==> src/rtl/spw_rx_fifo_port_if.sv <==
// Bus bundle for spw_rx_fifo_port: Avalon-MM register access, codec character
// stream (valid/ready) and the interrupt line.
interface spw_rx_fifo_port_if #(
  parameter int DATA_W = 9
);
  logic [1:0]        address;
  logic              read;
  logic              write;
  logic [31:0]       writedata;
  logic [31:0]       readdata;
  logic [DATA_W-1:0] in_data;
  logic              in_valid;
  logic              in_ready;
  logic              irq;

  modport master (
    output address, read, write, writedata, in_data, in_valid,
    input  readdata, in_ready, irq
  );

  modport slave (
    input  address, read, write, writedata, in_data, in_valid,
    output readdata, in_ready, irq
  );
endinterface

==> src/rtl/spw_rx_fifo_port.sv <==
// SpaceWire receive FIFO port: buffers codec characters in a DEPTH-entry FIFO and
// exposes DATA/STATUS/CONTROL/THRESH over Avalon-MM. Define SPW_RX_IRQ_EN for threshold irq.
module spw_rx_fifo_port #(
  parameter int DATA_W = 9,
  parameter int DEPTH  = 16
) (
  input  logic              clk,
  input  logic              reset_n,
  spw_rx_fifo_port_if.slave bus
);

  localparam int LVL_W = $clog2(DEPTH) + 1;
  localparam int PTR_W = $clog2(DEPTH);
  localparam logic [LVL_W-1:0] LVL_FULL = LVL_W'(DEPTH);

  localparam logic [1:0] ADDR_DATA   = 2'd0;
  localparam logic [1:0] ADDR_STATUS = 2'd1;
  localparam logic [1:0] ADDR_CTRL   = 2'd2;
  localparam logic [1:0] ADDR_THRESH = 2'd3;

  logic [DATA_W-1:0] mem_q [DEPTH];
  logic [PTR_W-1:0]  wr_ptr_q, wr_ptr_d;
  logic [PTR_W-1:0]  rd_ptr_q, rd_ptr_d;
  logic [LVL_W-1:0]  level_q, level_d;
  logic              stall_q, stall_d;
  logic [31:0]       readdata_q, readdata_d;

  logic              ctrl_wr, flush_now, stall_clr;
  logic              empty, full, rdy, push, pop;
  logic              irq_en_rd;
  logic [LVL_W-1:0]  thresh_rd;
  logic              unused_wdata;

  assign unused_wdata = ^bus.writedata;

  always_comb begin
    ctrl_wr   = bus.write && (bus.address == ADDR_CTRL);
    flush_now = ctrl_wr && bus.writedata[0];
    stall_clr = ctrl_wr && bus.writedata[2];
    empty     = (level_q == '0);
    full      = (level_q == LVL_FULL);
    // A flush blocks acceptance so no character lands in a FIFO being emptied.
    rdy       = reset_n && !full && !flush_now;
    push      = bus.in_valid && rdy;
    pop       = bus.read && (bus.address == ADDR_DATA) && !empty && !flush_now;
  end

  assign bus.in_ready = rdy;
  assign bus.readdata = readdata_q;

  always_comb begin
    wr_ptr_d = wr_ptr_q;
    rd_ptr_d = rd_ptr_q;
    level_d  = level_q;
    if (flush_now) begin
      wr_ptr_d = '0;
      rd_ptr_d = '0;
      level_d  = '0;
    end else begin
      if (push) wr_ptr_d = wr_ptr_q + PTR_W'(1);
      if (pop)  rd_ptr_d = rd_ptr_q + PTR_W'(1);
      level_d = level_q + LVL_W'(push) - LVL_W'(pop);
    end
    // Overflow attempt is sticky; a simultaneous clear loses to a new overflow.
    stall_d = (bus.in_valid && full) || (stall_q && !stall_clr);
  end

  always_comb begin
    readdata_d = '0;
    case (bus.address)
      ADDR_DATA: begin
        if (!empty) begin
          readdata_d[31]           = 1'b1;
          readdata_d[DATA_W-1:0]   = mem_q[rd_ptr_q];
        end
      end
      ADDR_STATUS: begin
        readdata_d[LVL_W-1:0] = level_q;
        readdata_d[16]        = empty;
        readdata_d[17]        = full;
        readdata_d[18]        = stall_q;
      end
      ADDR_CTRL: readdata_d[1] = irq_en_rd;
      default:   readdata_d[LVL_W-1:0] = thresh_rd;
    endcase
  end

  always_ff @(posedge clk) begin
    if (!reset_n) begin
      wr_ptr_q   <= '0;
      rd_ptr_q   <= '0;
      level_q    <= '0;
      stall_q    <= 1'b0;
      readdata_q <= '0;
    end else begin
      wr_ptr_q   <= wr_ptr_d;
      rd_ptr_q   <= rd_ptr_d;
      level_q    <= level_d;
      stall_q    <= stall_d;
      readdata_q <= readdata_d;
    end
  end

  // Storage is never reset; only entries between the pointers are meaningful.
  always_ff @(posedge clk) begin
    if (push) mem_q[wr_ptr_q] <= bus.in_data;
  end

`ifdef SPW_RX_IRQ_EN
  localparam logic [LVL_W-1:0] THR_RST = LVL_W'(DEPTH / 2);

  logic             irq_en_q, irq_en_d;
  logic [LVL_W-1:0] thresh_q, thresh_d;
  logic             irq_q, irq_d;

  function automatic logic [LVL_W-1:0] clamp_thresh(input logic [LVL_W-1:0] v);
    if (v == '0)     return LVL_W'(1);
    if (v > LVL_FULL) return LVL_FULL;
    return v;
  endfunction

  always_comb begin
    irq_en_d = ctrl_wr ? bus.writedata[1] : irq_en_q;
    thresh_d = thresh_q;
    if (bus.write && (bus.address == ADDR_THRESH))
      thresh_d = clamp_thresh(bus.writedata[LVL_W-1:0]);
    irq_d = irq_en_q && ((level_d >= thresh_q) || stall_q);
  end

  always_ff @(posedge clk) begin
    if (!reset_n) begin
      irq_en_q <= 1'b0;
      thresh_q <= THR_RST;
      irq_q    <= 1'b0;
    end else begin
      irq_en_q <= irq_en_d;
      thresh_q <= thresh_d;
      irq_q    <= irq_d;
    end
  end

  assign irq_en_rd = irq_en_q;
  assign thresh_rd = thresh_q;
  assign bus.irq   = irq_q;
`else
  assign irq_en_rd = 1'b0;
  assign thresh_rd = '0;
  assign bus.irq   = 1'b0;
`endif

endmodule

==> src/flat_wrapper.sv <==
// flat-port wrapper written by rule: the top's interface ports become plain ports
module spw_rx_fifo_port_flat 
#(
  parameter int DATA_W = 9,
  parameter int DEPTH  = 16
)
  (clk, reset_n, bus_address, bus_read, bus_write, bus_writedata, bus_in_data, bus_in_valid, bus_readdata, bus_in_ready, bus_irq);
  spw_rx_fifo_port_if #(.DATA_W(DATA_W)) bus_i ();
  input  logic clk;
  input  logic reset_n;
  input wire logic [$bits(bus_i.address)-1:0] bus_address;
  input wire logic [$bits(bus_i.read)-1:0] bus_read;
  input wire logic [$bits(bus_i.write)-1:0] bus_write;
  input wire logic [$bits(bus_i.writedata)-1:0] bus_writedata;
  input wire logic [$bits(bus_i.in_data)-1:0] bus_in_data;
  input wire logic [$bits(bus_i.in_valid)-1:0] bus_in_valid;
  output wire logic [$bits(bus_i.readdata)-1:0] bus_readdata;
  output wire logic [$bits(bus_i.in_ready)-1:0] bus_in_ready;
  output wire logic [$bits(bus_i.irq)-1:0] bus_irq;
  assign bus_i.address = bus_address;
  assign bus_i.read = bus_read;
  assign bus_i.write = bus_write;
  assign bus_i.writedata = bus_writedata;
  assign bus_i.in_data = bus_in_data;
  assign bus_i.in_valid = bus_in_valid;
  assign bus_readdata = bus_i.readdata;
  assign bus_in_ready = bus_i.in_ready;
  assign bus_irq = bus_i.irq;
  spw_rx_fifo_port #(.DATA_W(DATA_W), .DEPTH(DEPTH)) u_core (.clk(clk), .reset_n(reset_n), .bus(bus_i));
endmodule
==> config.mk <==
export PLATFORM = sky130hd
export DESIGN_NAME = spw_rx_fifo_port_flat
export DESIGN_NICKNAME = d
export VERILOG_FILES = /design/src/rtl/spw_rx_fifo_port_if.sv /design/src/rtl/spw_rx_fifo_port.sv /design/src/flat_wrapper.sv
export SDC_FILE = /design/constraint.sdc
export NUM_CORES = 1
export LEC_CHECK = 0
export BUFFER_PORTS_ARGS = -buffer_cell sky130_fd_sc_hd__buf_2
export CAP_MARGIN = 30
export CORE_MARGIN = 5
export CORE_UTILIZATION = 55
export CTS_CLUSTER_DIAMETER = 100
export DETAILED_ROUTE_END_ITERATION = 10
export PLACE_DENSITY_LB_ADDON = 0.25
export SLEW_MARGIN = 20
export SYNTH_ARGS = -nofsm -noshare
export SYNTH_HDL_FRONTEND = slang
export SYNTH_SLANG_ARGS = --single-unit
==> constraint.sdc <==
create_clock -name clk -period 3.5 [get_ports clk]
set_input_delay 0.525 -clock clk [delete_from_list [all_inputs] [get_ports clk]]
set_output_delay 0.525 -clock clk [all_outputs]
set_load 0.02 [all_outputs]
Word-level counts from Yosys, hierarchy flattened
Memory sizes are Yosys's and may differ from the RTL's. A register that Yosys moved wholly into a read port is not among the register bits.
Index checks and enable logic that the tools add are counted.
{"block": "word_totals", "inputBits": 48, "output_inout_bits": 34, "n_memories": 1, "ff_bits": 46, "word_cells": 50, "ram_bits": 144}
{"name": "u_core.mem_q", "depth": 16, "word_bits": 9, "rd": 1, "rd_ports_with_merged_regs": 1, "wr": 1, "line": "spw_rx_fifo_port.sv:21", "rtl": "logic [DATA_W-1:0] mem_q [DEPTH];"}
{"block": "op_classes", "add_sub_neg": 4, "n_bitwise": 2, "n_eq_ne": 3, "n_reduce_logical": 22, "n_mux": 9}
{"op": "$logic_and A1 B1 Y1", "n": 11}
{"op": "$mux W9", "n": 1}
{"op": "$add A4 B1 Y4 const B", "n": 2}
{"op": "$mux W4", "n": 2}
{"op": "$pmux W3 S2", "n": 1}
{"op": "$add A5 B1 Y5", "n": 1}
{"op": "$eq A5 B5 Y1 const B", "n": 1}
{"op": "$logic_not A5 Y1", "n": 1}
{"op": "$sub A5 B1 Y5", "n": 1}
{"op": "$logic_not A1 Y1", "n": 4}
{"op": "$pmux W1 S2", "n": 2}
{"op": "$reduce_and A2 Y1", "n": 2}
{"op": "$mux W1", "n": 3}
{"op": "$reduce_or A3 Y1", "n": 1}
{"op": "$eq A2 B1 Y1 const B", "n": 1}
{"op": "$eq A2 B2 Y1 const B", "n": 1}
{"op": "$logic_not A2 Y1", "n": 1}
{"op": "$not A1 Y1", "n": 2}
{"op": "$reduce_or A2 Y1", "n": 1}
{"op": "$logic_or A1 B1 Y1", "n": 1}

Logic depth before layout (Yosys ltp)
Gate-level depths: netlist of the first run.
{"block": "depth", "depth_word": 8, "mapped_depth": 13, "mapped_depth_nobuf": 13}

Least setup slack after synthesis of the first run
Ideal clock, no wire load.
{"block": "synth_path", "path_kind": "reg2reg", "start": "reg u_core.level_q[3]", "end": "reg u_core.level_q[4]", "arrival_ns": 2.817, "path_slack_ns": 0.613, "setup_time_ns": 0.070, "stages_incl_launch_ff": 14, "path_cell_list": "dfxtp_1 -> inv_1 -> ha_1 -> or4b_4 -> nand3_1 -> inv_1 -> ha_1 -> inv_1 -> ha_1 -> fa_1 -> a21oi_1 -> nor2_1 -> or3_1 -> a21oi_1"}
{"block": "synth_between", "elab_cells_between_ends": 11}
{"element": "start, declared", "line": "spw_rx_fifo_port.sv:24", "rtl": "logic [LVL_W-1:0] level_q, level_d;"}
{"element": "start signal, assigned", "line": "spw_rx_fifo_port.sv:98", "rtl": "level_q <= level_d;"}
{"element": "$logic_not A5 Y1", "line": "spw_rx_fifo_port.sv:40", "rtl": "empty = (level_q == '0);"}
{"element": "$logic_not A1 Y1", "line": "spw_rx_fifo_port.sv:45", "rtl": "pop = bus.read && (bus.address == ADDR_DATA) && !empty && !flush_now;"}
{"element": "$logic_and A1 B1 Y1 (2 in a row)", "line": "spw_rx_fifo_port.sv:45"}
{"element": "via u_core.pop", "line": "spw_rx_fifo_port.sv:29", "rtl": "logic empty, full, rdy, push, pop;"}
{"element": "$sub A5 B1 Y5", "line": "spw_rx_fifo_port.sv:62", "rtl": "level_d = level_q + LVL_W'(push) - LVL_W'(pop);"}
The timed path passes the listed nets, and every way through them passes these cells.
A chain may end at the register's enable or synchronous reset.

Worst setup path in the final report of the first run
{"block": "layout_path", "start": "reg u_core.level_q[2]", "end": "reg u_core.level_q[4]"}
Same word-level chain as after synthesis.

==> results of run 1 <==
## per-stage QoR
stage	area, um2	hold WS, ns
after floorplan	7060	0.431
after global placement	7350	0.448
after detailed placement	7350	0.460
after CTS	7980	0.375
after global routing	7980	0.388
final	7980	0.388
## worst paths after layout
path	startpoint	end	cells after the start
worst max-delay path	u_core.level_q[2]$_SDFF_PP0_	u_core.level_q[4]$_SDFF_PP0_	13
worst min-delay path	reset_n	u_core.stall_q$_SDFF_PN0_	2
worst max register to register	u_core.level_q[2]$_SDFF_PP0_	u_core.level_q[4]$_SDFF_PP0_	13
worst min register to register	u_core.stall_q$_SDFF_PN0_	u_core.bus.readdata[18]$_SDFF_PN0_	1
## worst reg2reg max path: cells and delay by family (launching register included)
kind                       cells  cell delay, ns
AOI/OAI and AO/OA              2            0.28
and+or+nand+nor                4            1.12
buffers and inverters          3            0.21
DFF                            1            0.33
adders and majority gates      4            1.13
## cell usage after synthesis (all sizes together)
library cell | instances | area [um2]
dfxtp | 31 | 621
or4b | 1 | 13.8
nand2b | 2 | 12.5
a211oi | 8 | 60.1
a22oi | 1 | 7.51
nor3 | 10 | 50.1
ha | 11 | 138
and3 | 1 | 6.26
buf | 32 | 233
nand2 | 13 | 48.8
a21boi | 1 | 7.51
mux2i | 10 | 100
or2 | 1 | 6.26
and2 | 4 | 25.0
mux4 | 36 | 811
nand4 | 1 | 6.26
o21ai | 6 | 30.0
clkbuf | 5 | 18.8
mux2 | 1 | 11.3
and3b | 1 | 8.76
a221o | 5 | 50.1
nand4bb | 1 | 11.3
a21o | 1 | 7.51
nand3 | 9 | 45.0
edfxtp | 144 | 4320
conb | 1 | 3.75
xor2 | 5 | 43.8
inv | 15 | 56.3
or3 | 2 | 12.5
nor2 | 31 | 116
fa | 1 | 20.0
xnor2 | 3 | 26.3
a21oi | 6 | 30.0
nor2b | 5 | 31.3
## state kept, by name (all words and copies together) (netlist names), named ones only
register and flops:
u_core.mem_q 144, u_core.level_q 5, u_core.rd_ptr_q 4, u_core.stall_q 1
u_core.bus.readdata 13, u_core.wr_ptr_q 4
## area by class of cell
type                    count  share of cell area [%]
clock buffers              19                    5.43
clock inverters            12                    2.42
inverters                  15                   0.706
multi-input cells         197                    22.7
flip-flops and latches    175                    62.0
well taps                 172                    2.70
repair buffers             53                    4.02
## per-layer routing
metal  wire length (um)  part of all wire, %  up-vias
met1               5590                   41     1858
met4                261                  1.9        0
met5                  0                    0        -
li1                   -                    -     1619
met3                819                  6.0       20
met2               6930                   51      105
## kinds of logic (layout without fill, tap and decap cells)
logic type / Yosys count / count (layout) / share of synthesized area [%]
adder cells (fa/ha/maj): 12 / 12 / 2.25
AND/OR/NAND/NOR: 82 / 82 / 5.64
AO/OA/AOI/OAI: 28 / 28 / 2.76
multiplexers: 47 / 47 / 13.2
buffers and inverters: 52 / 99 / 4.40
XOR/XNOR: 8 / 8 / 1.00
flip-flops: 175 / 175 / 70.7
other: 1 / 20 / 0.0536
## power breakdown
part	switching [mW]	total [mW]	internal, mW
logic	0.267	0.473	0.206
clock network	0.735	1.99	1.26
registers	0.0566	2.38	2.32
==> qor.yml, run 1 <==
run_status:
  status: "complete, no violations"
routing:
  ant_nets: 0
  dr.pass1.iters: 4
  drt_iter0_drc: 339
  drt-total-wl_mm: 13.6
  vias_per_cell: 5.60
  post_drt_wl_per_cell_um: 21.1
  vias: 3602
  drc: 0
worst_setup_path:
  worst-path-buf-inv: 3
  crit_slowest_cell: "or4b_4"
  rrSetupSlack_ns: 0.36
  critical_path.top_delay_family: "adder cells"
  start_kind: "register"
  path_max_fanout: 5
  path_cells: "inv_1, ha_1, or4b_4, nand3_1, inv_1, ha_1, inv_1, ha_1, fa_1, a21oi_1, nor2_1, or3_1, a21oi_1"
  slowest_delay_ns: 0.49
  criticalPathCategory: "reg2reg"
  required_ns: 3.85
  arrival_ns: 3.49
  end_kind: "register"
global_route:
  use_met2_pct: 33.5
  grt_max_degree: 29
  grt_pass1_vias: 3627
  gr-max-usage-layer: "met2"
  globalRouteTotalUtil_pct: 19.9
  use_met3_pct: 4.75
  grtUsageMet1_pct: 25.5
  antenna_found_initial: 0
  grt_pass1_wl_mm: 21.1
  grt.overflow.total: 0
power:
  totalPowerFinal_mw: 4.84
  max-vdd-ir-drop_mv: 0.411
  leakage_nw: 2.74
  power_density_nw_per_um2: 607
place:
  hpwl_mm: 8.23
  dp.cells: 612
  io_buffer_count: 31
  place_ws_ns: 0.383
  place_congestion: 0.805
cells_and_area:
  syn2layout_area_growth_pct: 14.1
  layout-drive-gt1-share_pct: 25.9
  regArea_um2: 4950
  layout_commonest_cell: "edfxtp_1"
  fill_cells: 879
  post-route-util_pct: 63.5
  nNetsFinal: 519
  final_cell_mix: "edfxtp_1, mux4_2, nor2_1, buf_2, dfxtp_1"
  antenna_cells: 0
  multi_input_area_um2: 1810
  instances_no_fill: 643
die:
  pin_count: 82
  rows: 41
  coreArea_um2: 12600
  die_width_um: 123
  initial_utilization_pct: 55.6
  fp.dieArea_um2: 15100
  die_h_um: 123
cts:
  clk_path_buf_depth: 2
  clock_sinks: 175
  postCtsSetupBuffers: 0
  cts_tree: "yes"
  cts_resized: 0
  clk_pin_slew_ns: 0.06
  cts_max_level: 4
  root_buffer: "clkbuf_16"
  ctsHoldBuffers: 0
  numCtsBuffers: 17
  clock_latency_ns: 0.43
timing:
  rsz0062_at_grt: "no"
  fin_ws_ns: 0.362
  timing.fmax_mhz: 319
  fin_skew_ns: 0.00851
  drv_slew: 0
  max_slew_margin_pct: 36.7
  period_share_pct: 89.7
  hold_viol: 0
  finalSetupViolCount: 0
  worst_pin_slew_ns: 0.949
  setup_tns_ns: 0
  fin_crit_ns: 3.14
yosys:
  seq_area_frac_synth_pct: 70.7
  yosysWarnings: 0
  synth_area_um2: 6990
  synth-seq-cells: 175
  postSynthAreaPerCell_um2: 17.3
  synthCells: 405
  yosys.cell_types.count: 38
min_path:
  min_path_type: "in2reg"
job:
  cap_violations: 0
Power figures use the tool's default switching activity.
==> inputs of run 2 (changes only) <==
Settings changed: PLACE_DENSITY_LB_ADDON 0.25 to 0.3.
==> qor.yml, run 2 (synthesis gave the netlist of run 1 again) <==
worst_setup_path:
  criticalPathCategory: "reg2reg"
  path_max_fanout: 5
  start_kind: "register"
  arrival_ns: 3.46
  required_ns: 3.86
  end_kind: "register"
die:
  coreArea_um2: 12600
  fp.dieArea_um2: 15100
  initial_utilization_pct: 55.6
  pin_count: 82
  rows: 41
  die_h_um: 123
  die_width_um: 123
routing:
  dr.pass1.iters: 5
  post_drt_wl_per_cell_um: 21.1
  drc: 0
  vias_per_cell: 5.61
  drt_iter0_drc: 357
  vias: 3620
  ant_nets: 0
  drt-total-wl_mm: 13.6
power:
  pwr-share-comb_pct: 10.0
  max-vdd-ir-drop_mv: 0.340
  power_density_nw_per_um2: 606
  seqPwrFrac_pct: 49.2
  switching_power_mw: 1.11
  pwr-share-clk_pct: 40.8
  leakage_nw: 2.75
  p_int_mw: 3.72
  totalPowerFinal_mw: 4.83
  switching_share_pct: 23.1
place:
  io_buffer_count: 31
  hpwl_mm: 8.59
  place_congestion: 0.793
  place_ws_ns: 0.403
global_route:
  grtUsageMet1_pct: 26.2
  use_met2_pct: 32.0
  antenna_found_initial: 0
  gr-max-usage-layer: "met2"
  grt_pass1_wl_mm: 21.1
  grt_pass1_vias: 3698
  grt_max_degree: 29
  grt.overflow.total: 0
  use_met3_pct: 4.79
  globalRouteTotalUtil_pct: 20.0
timing:
  setup_tns_ns: 0
  fin_skew_ns: 0.00707
  whs_ns: 0.396
  fin_crit_ns: 3.10
  fin_ws_ns: 0.401
  finalSetupViolCount: 0
  period_share_pct: 88.6
  drv_slew: 0
  worst_pin_slew_ns: 0.905
  timing.fmax_mhz: 323
  max_slew_margin_pct: 39.6
  rsz0062_at_grt: "no"
  hold_viol: 0
cts:
  numCtsBuffers: 17
  cts_tree: "yes"
  clk_path_buf_depth: 2
  cts_resized: 0
  cts_max_level: 4
  postCtsSetupBuffers: 0
  clock_sinks: 175
  clk_pin_slew_ns: 0.06
  root_buffer: "clkbuf_16"
  ctsHoldBuffers: 0
  clock_latency_ns: 0.43
cells_and_area:
  syn2layout_area_growth_pct: 14.1
  antenna_cells: 0
  post-route-util_pct: 63.5
  nNetsFinal: 520
  regMostFlops: "u_core.mem_q"
  layout-drive-gt1-share_pct: 26.6
  layout_commonest_cell: "edfxtp_1"
  largest_reg_flops: 144
  final_cell_mix: "edfxtp_1, mux4_2, nor2_1, buf_2, dfxtp_1"
job:
  cap_violations: 0
min_path:
  min_path_type: "in2reg"
run_status:
  status: "complete, no violations"
-- run 2: cell types whose count changed in the layout (fill, tap and decap cells not counted) --
cell	before	now
inv_6	0	2
bufinv_16	5	4
clkinv_2	2	3
clkinvlp_4	1	2
clkbuf_1	2	0
buf_4	22	23
-- run 2: power by group through the flow --
stage / Sequential (mW) / Combinational, mW / Clock (mW)
after floorplan: 2.41 / 0.363 / 0
after global placement: 2.42 / 0.465 / 0
after detailed placement: 2.42 / 0.480 / 0
after CTS: 2.38 / 0.486 / 2.00
after global routing: 2.39 / 0.541 / 2.09
final: 2.38 / 0.483 / 1.97
-- run 2: critical path: stages (launching register included) --
cell	delay, ns
dfxtp_1	0.33
inv_1	0.08
ha_1	0.19
or4b_4	0.50
nand3_1	0.22
inv_1	0.07
ha_1	0.27
inv_1	0.04
ha_1	0.22
fa_1	0.44
a21oi_1	0.14
nor2_1	0.06
or3_1	0.34
a21oi_1	0.14
-- run 2: path summary, 6_finish.rpt --
kind	from	endpoint	slack (ns)	cells past startpoint
worst min register to register	u_core.stall_q$_SDFF_PN0_	u_core.bus.readdata[18]$_SDFF_PN0_	0.47	1
worst min-delay path	reset_n	u_core.stall_q$_SDFF_PN0_	0.40	2
worst max register to register	u_core.level_q[3]$_SDFF_PP0_	u_core.level_q[4]$_SDFF_PP0_	0.40	13
worst max-delay path	u_core.level_q[3]$_SDFF_PP0_	u_core.level_q[4]$_SDFF_PP0_	0.40	13
-- run 2: cell type report --
| class | instances | area [um2] |
|---|---|---|
| clock buffers | 17 | 425 |
| clock inverters | 15 | 193 |
| flip-flops and latches | 175 | 4950 |
| repair buffers | 54 | 328 |
| well taps | 172 | 215 |
| fillers | 891 | 4590 |
| multi-input cells | 197 | 1810 |
| inverters | 15 | 56.3 |
-- run 2: stage by stage --
stage | area (um2) | instances
5_1_grt | 7980 | 645
6_report | 7980 | 645
2_1_floorplan | 7060 | 424
4_1_cts | 7980 | 645
3_5_place_dp | 7360 | 613
3_3_place_gp | 7360 | 613
-- run 2: layer usage --
layer	up-vias	part of all wire [%]
met5	-	0
met4	0	2.2
met3	22	6.5
met2	134	50
met1	1842	41
li1	1622	-
==> inputs of run 3 (changes only) <==
Clock period 3.5 ns to 3.9 ns, I/O delays scaled along.
==> qor.yml, run 3 (synthesis gave the netlist of run 1 again) <==
timing:
  rsz0062_at_grt: "no"
  finalSetupViolCount: 0
  max_slew_margin_pct: 36.7
  period_share_pct: 81.5
  fin_crit_ns: 3.18
  fin_skew_ns: 0.00727
  whs_ns: 0.445
  timing.fmax_mhz: 315
  drv_slew: 0
  worst_pin_slew_ns: 0.949
  setup_tns_ns: 0
  hold_viol: 0
routing:
  ant_nets: 0
  vias_per_cell: 5.55
  post_drt_wl_per_cell_um: 20.8
  vias: 3577
  drc: 0
  dr.pass1.iters: 7
  drt-total-wl_mm: 13.4
  drt_iter0_drc: 287
cells_and_area:
  antenna_cells: 0
  nNetsFinal: 519
  final_cell_mix: "edfxtp_1, mux4_2, nor2_1, buf_2, dfxtp_1"
  layout-drive-gt1-share_pct: 26.7
  post-route-util_pct: 63.2
  largest_reg_flops: 144
  instances_no_fill: 644
  regMostFlops: "u_core.mem_q"
  layout_commonest_cell: "edfxtp_1"
  syn2layout_area_growth_pct: 13.6
  fill_cells: 894
run_status:
  status: "complete, no violations"
cts:
  cts_max_level: 4
  cts_tree: "yes"
  clk_pin_slew_ns: 0.06
  cts_resized: 0
  clock_latency_ns: 0.43
  postCtsSetupBuffers: 0
  root_buffer: "clkbuf_16"
  numCtsBuffers: 17
  ctsHoldBuffers: 0
  clock_sinks: 175
  clk_path_buf_depth: 2
power:
  power_density_nw_per_um2: 526
  switching_share_pct: 23.2
  switching_power_mw: 0.970
  max-vdd-ir-drop_mv: 0.303
  leakage_nw: 2.72
  pwr-share-comb_pct: 10.4
  p_int_mw: 3.21
  pwr-share-clk_pct: 38.5
  seqPwrFrac_pct: 51.1
worst_setup_path:
  path_cells: "inv_1, ha_1, or4b_4, nand3_1, inv_1, ha_1, inv_1, ha_1, fa_1, a21oi_1, nor2_1, or3_1, a21oi_1"
  worst-path-buf-inv: 3
  criticalPathCategory: "reg2reg"
  required_ns: 4.25
  rrSetupSlack_ns: 0.72
  critical_path.top_delay_family: "simple AND/OR/NAND/NOR gates"
  path_max_fanout: 5
  slowest_delay_ns: 0.50
  arrival_ns: 3.52
  end_kind: "register"
  crit_slowest_cell: "or4b_4"
  start_kind: "register"
die:
  die_width_um: 123
  pin_count: 82
  fp.dieArea_um2: 15100
  initial_utilization_pct: 55.6
  coreArea_um2: 12600
  die_h_um: 123
  rows: 41
global_route:
  grt_pass1_wl_mm: 20.5
  grt.overflow.total: 0
  globalRouteTotalUtil_pct: 19.4
  antenna_found_initial: 0
  grt_pass1_vias: 3610
  grt_max_degree: 26
place:
  dp.cells: 609
  io_buffer_count: 31
  hpwl_mm: 8.47
  place_congestion: 0.722
min_path:
  min_path_type: "in2reg"
job:
  cap_violations: 0
==> run 3: cell count changes in the layout (fill, tap and decap cells not counted), sizes merged <==
cell      previous run  this run
clkinv               7         5
bufinv               4         1
clkinvlp             2         3
inv                 17        16
buf                 54        53
clkbuf              17        22
==> run 3: layout make-up <==
| class | instances | area, um2 | share of cell area, % |
|---|---|---|---|
| Clock inverter | 10 | 85.1 | 1.07 |
| Sequential cell | 175 | 4950 | 62.3 |
| Inverter | 15 | 56.3 | 0.709 |
| Multi-Input combinational cell | 197 | 1810 | 22.8 |
| Timing Repair Buffer | 53 | 340 | 4.29 |
| Tap cell | 172 | 215 | 2.71 |
| Clock buffer | 22 | 484 | 6.10 |
==> run 3: power by group through the flow <==
stage | Clock (mW) | Combinational [mW] | Sequential (mW)
floorplan | 0 | 0.326 | 2.17
detailed placement | 0 | 0.429 | 2.17
CTS | 1.63 | 0.433 | 2.13
global placement | 0 | 0.411 | 2.17
global route | 1.72 | 0.480 | 2.14
finish | 1.61 | 0.434 | 2.14
==> run 3: path summary, 6_finish.rpt <==
check / start / end / cells past startpoint
worst max-delay path: u_core.level_q[2]$_SDFF_PP0_ / u_core.level_q[4]$_SDFF_PP0_ / 13
worst min-delay path: reset_n / u_core.stall_q$_SDFF_PN0_ / 2
worst max register to register: u_core.level_q[2]$_SDFF_PP0_ / u_core.level_q[4]$_SDFF_PP0_ / 13
worst min register to register: u_core.stall_q$_SDFF_PN0_ / u_core.bus.readdata[18]$_SDFF_PN0_ / 1
==> run 3: through the flow <==
stage,setup WS (ns),instance area [um2],power [mW]
floorplan,1.01,7060,2.49
global placement,0.812,7330,2.58
detailed placement,0.764,7330,2.60
CTS,0.737,7900,4.20
global route,0.561,7940,4.34
finish,0.723,7940,4.18
==> run 3: metal layers <==
layer | track usage (%) | share of wire, %
met1 | 26.1 | 42
met2 | 31.0 | 50
met3 | 4.47 | 7.1
met4 | 7.35 | 1.6
met5 | 0 | 0
